**src/rtl/pll_lock_sequencer.sv**
```systemverilog
// Bring-up and supervision sequencer for an iCE40 SB_PLL40_CORE.
// Runs on the PLL reference clock. It pulses RESETB and waits for the
// synchronised LOCK to hold steady before it releases the downstream reset.
// If lock is lost it re-arms the PLL. Repeated lock timeouts latch a fault.
module pll_lock_sequencer #(
    parameter int unsigned RESET_CYCLES        = 16,
    parameter int unsigned LOCK_STABLE_CYCLES  = 1024,
    parameter int unsigned LOCK_TIMEOUT_CYCLES = 65536,
    parameter int unsigned MAX_RETRIES         = 4
) (
    input  logic       clock_in,
    input  logic       reset_n,
    input  logic       enable,
    input  logic       pll_lock,
    output logic       pll_resetb,
    output logic       clock_ready,
    output logic       domain_reset,
    output logic       fault,
    output logic [7:0] lost_lock_count,
    output logic [2:0] state
);

    // The shared timer must reach (largest cycle parameter - 1) without wrapping.
    localparam int unsigned MAX_A   = (RESET_CYCLES > LOCK_STABLE_CYCLES) ? RESET_CYCLES
                                                                          : LOCK_STABLE_CYCLES;
    localparam int unsigned MAX_CYC = (MAX_A > LOCK_TIMEOUT_CYCLES) ? MAX_A : LOCK_TIMEOUT_CYCLES;
    localparam int unsigned CNT_W   = (MAX_CYC > 1) ? $clog2(MAX_CYC) : 1;

    localparam logic [CNT_W-1:0] RESET_LAST   = CNT_W'(RESET_CYCLES - 1);
    localparam logic [CNT_W-1:0] STABLE_LAST  = CNT_W'(LOCK_STABLE_CYCLES - 1);
    localparam logic [CNT_W-1:0] TIMEOUT_LAST = CNT_W'(LOCK_TIMEOUT_CYCLES - 1);
    localparam logic [7:0]       RETRY_LIMIT  = 8'(MAX_RETRIES);

    typedef enum logic [2:0] {
        ST_IDLE      = 3'd0,
        ST_RESET     = 3'd1,
        ST_WAIT_LOCK = 3'd2,
        ST_STABLE    = 3'd3,
        ST_RUN       = 3'd4,
        ST_FAULT     = 3'd5
    } state_t;

    state_t           state_q, state_d;
    logic [CNT_W-1:0] cnt_q, cnt_d;
    logic [7:0]       retries_q, retries_d;
    logic [7:0]       lost_q, lost_d;
    logic             lock_meta_q, lock_s_q;
    logic             pll_resetb_q, pll_resetb_d;
    logic             clock_ready_q, clock_ready_d;
    logic             domain_reset_q, domain_reset_d;
    logic             fault_q, fault_d;
    logic [7:0]       retries_inc;

    // Two-flop synchroniser for the asynchronous PLL LOCK output.
    always_ff @(posedge clock_in or negedge reset_n) begin
        if (!reset_n) begin
            lock_meta_q <= 1'b0;
            lock_s_q    <= 1'b0;
        end else begin
            // NOTE: non-blocking assignments let both flops sample the old values on the same edge,
            // so this forms a true two-stage shift.
            lock_meta_q <= pll_lock;
            lock_s_q    <= lock_meta_q;
        end
    end

    // Next-state, timer, retry and lost-lock bookkeeping.
    always_comb begin
        // NOTE: each variable gets a default first, so no path can leave it unassigned and infer a latch.
        state_d     = state_q;
        cnt_d       = '0;
        retries_d   = retries_q;
        lost_d      = lost_q;
        retries_inc = retries_q + 8'd1;

        unique case (state_q)
            ST_IDLE: begin
                retries_d = '0;
                if (enable) state_d = ST_RESET;
            end
            ST_RESET: begin
                cnt_d = cnt_q + 1'b1;
                if (cnt_q == RESET_LAST) state_d = ST_WAIT_LOCK;
            end
            ST_WAIT_LOCK: begin
                cnt_d = cnt_q + 1'b1;
                if (lock_s_q) begin
                    state_d = ST_STABLE;
                end else if (cnt_q == TIMEOUT_LAST) begin
                    retries_d = retries_inc;
                    state_d   = (retries_inc == RETRY_LIMIT) ? ST_FAULT : ST_RESET;
                end
            end
            ST_STABLE: begin
                cnt_d = cnt_q + 1'b1;
                if (!lock_s_q) begin
                    state_d = ST_WAIT_LOCK;
                end else if (cnt_q == STABLE_LAST) begin
                    state_d   = ST_RUN;
                    retries_d = '0;
                end
            end
            ST_RUN: begin
                if (!lock_s_q) begin
                    state_d = ST_RESET;
                    lost_d  = (lost_q == 8'hFF) ? lost_q : lost_q + 8'd1;
                end
            end
            ST_FAULT: begin
                state_d = ST_FAULT;
            end
            default: begin
                state_d = ST_IDLE;
            end
        endcase

        // Dropping enable wins over everything. A drop that coincides with a lock loss is not counted.
        if (!enable) begin
            state_d   = ST_IDLE;
            retries_d = '0;
            lost_d    = lost_q;
        end

        // Each state measures its own dwell time from zero.
        if (state_d != state_q) cnt_d = '0;
    end

    // Output decode from the next state. The registered outputs then change on the same edge as the state.
    always_comb begin
        pll_resetb_d   = (state_d == ST_WAIT_LOCK) || (state_d == ST_STABLE) || (state_d == ST_RUN);
        clock_ready_d  = (state_d == ST_RUN);
        domain_reset_d = (state_d != ST_RUN);
        fault_d        = (state_d == ST_FAULT);
    end

    // State, timer, counters and registered outputs.
    always_ff @(posedge clock_in or negedge reset_n) begin
        if (!reset_n) begin
            state_q        <= ST_IDLE;
            cnt_q          <= '0;
            retries_q      <= '0;
            lost_q         <= '0;
            pll_resetb_q   <= 1'b0;
            clock_ready_q  <= 1'b0;
            domain_reset_q <= 1'b1;
            fault_q        <= 1'b0;
        end else begin
            state_q        <= state_d;
            cnt_q          <= cnt_d;
            retries_q      <= retries_d;
            lost_q         <= lost_d;
            pll_resetb_q   <= pll_resetb_d;
            clock_ready_q  <= clock_ready_d;
            domain_reset_q <= domain_reset_d;
            fault_q        <= fault_d;
        end
    end

    assign pll_resetb      = pll_resetb_q;
    assign clock_ready     = clock_ready_q;
    assign domain_reset    = domain_reset_q;
    assign fault           = fault_q;
    assign lost_lock_count = lost_q;
    assign state           = state_q;

endmodule
```
**config.mk**
```make
export PLATFORM = sky130hd
export DESIGN_NAME = pll_lock_sequencer
export DESIGN_NICKNAME = d
export VERILOG_FILES = /design/src/rtl/pll_lock_sequencer.sv
export SDC_FILE = /design/constraint.sdc
export NUM_CORES = 1
export LEC_CHECK = 0
export CAP_MARGIN = 20
export CORE_MARGIN = 3
export CORE_UTILIZATION = 45
export DETAILED_ROUTE_END_ITERATION = 8
export PLACE_DENSITY = 0.74
export SLEW_MARGIN = 20
export SYNTH_ARGS = -nofsm -noshare
export SYNTH_HDL_FRONTEND = slang
export SYNTH_SLANG_ARGS = --single-unit
```
**constraint.sdc**
```tcl
create_clock -name clock_in -period 2.5 [get_ports clock_in]
set_input_delay 0.375 -clock clock_in [delete_from_list [all_inputs] [get_ports clock_in]]
set_output_delay 0.375 -clock clock_in [all_outputs]
set_load 0.03 [all_outputs]
```
==> impl_results.md <==
* Max-slew headroom at 42.1%
* GP Congestion at 0.777
* Clk sink count at 41
* Post-synthesis compound-gate area fraction at 12.4%
* CTS root buf: clkbuf_8
* DR vias at 1640
* Unrepaired setup endpoints after global routing: false
* Post-Route WL at 4040 um
* Synth Register Bits at 41
* Syn Nets at 222
* Pwr per Cell Area at 478 nW/um2
* Residual DRC at 0
* CP Capture Type: flop
* Layout cell share with drive strength beyond 1 at 11.8%
* Unique masters post-synth at 46
* Largest net degree at the start of global routing at 42
* Maximum clock rate at 426 MHz
* PostCTS Resize Cnt at 0
* Post-layout util at 56.1%
* CTS Buffer Depth at 2
* Crit path time final at 2.35 ns
* Congestion Overflow GR at 0
* Leakage at 1.07 nW
* Sequential-to-total area share from yosys stat at 48.8%
* Starting Density at 47.4%
* Vias per inst at 5.52
* Layout Nets at 251
* Core area at 4440 um2
* Setup Buffers After CTS at 0
* Clock slew at reported path FFs at 0.08 ns
* Count of pins over their slew limit at 0
* Actual slew at the worst max-slew pin at 0.869 ns
* Synth Area in Simple Gates at 24.3%
* Setup Viol. Count Final at 0
* Cell Area, Placed at 2410 um2
* Port Buf Inserts at 18
* Req. time, crit path at 2.70 ns
* Syn avg cell area at 9.79 um2
* Pre-antenna DRT Iters at 4
* Post-synth EDFFs at 0
* Fraction of the mapped netlist area in adder cells at 1.78%
* Hold/Removal Path Class: in -> async
* Vias in the first global route at 1449
* Fin Clk Skew at 0.00976 ns
* Largest family of logic cells by synthesized area: simple AND/OR/NAND/NOR gates
* Final hold viol count at 0
* Asr flop ratio synth at 100%
* Setup CP Type: reg -> reg
* Post-Synth XOR/XNOR Area at 8.74%
* ANT cells at 0
* Max Cap Viol at 0
* CTS tree: yes
* Maximum VDD drop at 0.246 mV
* Outcome: complete, no violations
* Rows at 24
* Worst EP arrival at 2.55 ns
* Startpoint Class: flop
* CTS Buf Count at 5
* Die footprint at 5530 um2
* Area Overhead vs Synth at 18.5%
* Design Area, Final at 2490 um2
* WL per Instance at 13.6 um
* Fillers at 403
* Total negative slack at 0 ns
* All-Layer GR Usage at 15.9%
* Top Ports at 19
* Die width at 74.4 um
* Total Power at 1.19 mW
* First-pass GRT wire length at 6690 um
* H-tree depth at 2
* DP Cell Count at 289
* Cells after Synth at 215
* Hpwl dp at 2890 um
* Die Ht at 74.4 um
* CP Max Fanout at 6
* Final Cycle Share at 94.0%
* Clk_lat worst skew at 0.29 ns
* Initial antenna violation count at 0
* Post-Layout Cell Count at 297
* Synth Warn # at 0
* Mux cell area share after synthesis at 1.07%
* DRT iter0 DRCs at 95
* Final ANT Viol Nets at 0
* Ys flop type: dfrtp_1
* Mapped Area at 2100 um2
* # hold bufs at CTS at 0
-- kinds of logic (layout without fill, tap and decap cells) --
family | Yosys count | after routing
simple gates | 101 | 101
flops | 41 | 41
compound gates | 32 | 32
xor+xnor | 21 | 21
buf+inv | 15 | 45
fa+ha+maj | 3 | 3
mux | 2 | 2
-- synth_stat cells, types with 2 or more instances --
library cell	n	area share, %
o21ai_0	5	1.2
nand4_1	3	0.89
nor2_1	32	5.7
a2111o_1	2	1.1
xor2_1	12	5.0
nand2b_1	4	1.2
buf_2	3	0.71
a21o_1	4	1.4
o31a_1	3	1.2
nor4_1	6	1.8
nor2b_1	3	0.89
nor3_1	6	1.4
a31oi_1	4	1.2
and3_1	3	0.89
dfrtp_1	40	48
nand2_1	14	2.5
nand3_1	17	4.0
mux2_2	2	1.1
clkbuf_1	2	0.36
or3_1	3	0.89
a21oi_1	3	0.71
inv_1	8	1.4
or4_1	3	1.1
ha_1	3	1.8
xnor2_1	9	3.7
-- path summary, 6_finish.rpt --
check,startpoint,endpoint,slack [ns],cells after the start
worst max-delay path,cnt_q[0],pll_resetb,0.15,6
min in group clock_in,lock_meta_q,lock_s_q,0.35,0
worst min-delay path,reset_n,state[1],0.19,1
worst min register to register,lock_meta_q,lock_s_q,0.35,0
max in group asynchronous,reset_n,lock_s_q,1.76,1
worst max register to register,cnt_q[0],pll_resetb,0.15,6
-- worst max-delay path: stages, from the launching register on --
cell and delay, ns:
dfrtp_1 0.37, ha_1 0.19, nand3_1 0.10, or3_1 0.47
or4_1 0.59, o32a_4 0.36, o32ai_2 0.19
-- flip-flops by register name (all words and copies together), names as in the netlist --
name	flops
domain_reset	1
clock_ready	1
state	3
pll_resetb	1
retries_q	8
cnt_q	16
lost_lock_count	8
lock_meta_q	1
lock_s_q	1
fault	1
-- cell type report --
class	instances	area [um2]	area share (%)
Inverter	8	30.0	1.20
Multi-Input combinational cell	159	1020	40.7
Timing Repair Buffer	29	270	10.8
Tap cell	52	65.1	2.61
Clock buffer	5	68.8	2.76
Clock inverter	3	17.5	0.702
Sequential cell	41	1030	41.2
-- metal layers --
| metal | track usage, % | vias up | routed length, um |
|---|---|---|---|
| met2 | 24.3 | 36 | 1850 |
| met3 | 3.65 | 5 | 145 |
| li1 | - | 815 | - |
| met4 | 7.11 | 0 | 80 |
| met1 | 21.6 | 784 | 1970 |
| met5 | 0 | - | 0 |
-- report_power, final --
group / switching (mW) / internal (mW)
clock: 0.234 / 0.193
sequential: 0.0112 / 0.673
combinational: 0.0491 / 0.0332
total: 0.294 / 0.899
-- per-stage QoR --
stage	setup slack [ns]	hold WS (ns)
finish	0.151	0.192
global route	0.0313	0.277
CTS	0.160	0.221
detailed placement	0.169	0.339
global placement	0.219	0.348
floorplan	0.0517	0.0794
-- cell usage in the layout (no fill, tap or decap), types with 4 or more instances in the layout --
cell type	instances
a21o_1	4
clkbuf_8	5
inv_1	8
nand3_1	17
buf_4	10
clkdlybuf4s50_1	17
dfrtp_1	40
nand2_1	14
o21ai_0	5
nor2_1	32
xnor2_1	9
a31oi_1	4
nand2b_1	4
nor4_1	6
xor2_1	12
nor3_1	6
(Power assumes the default switching activity.)
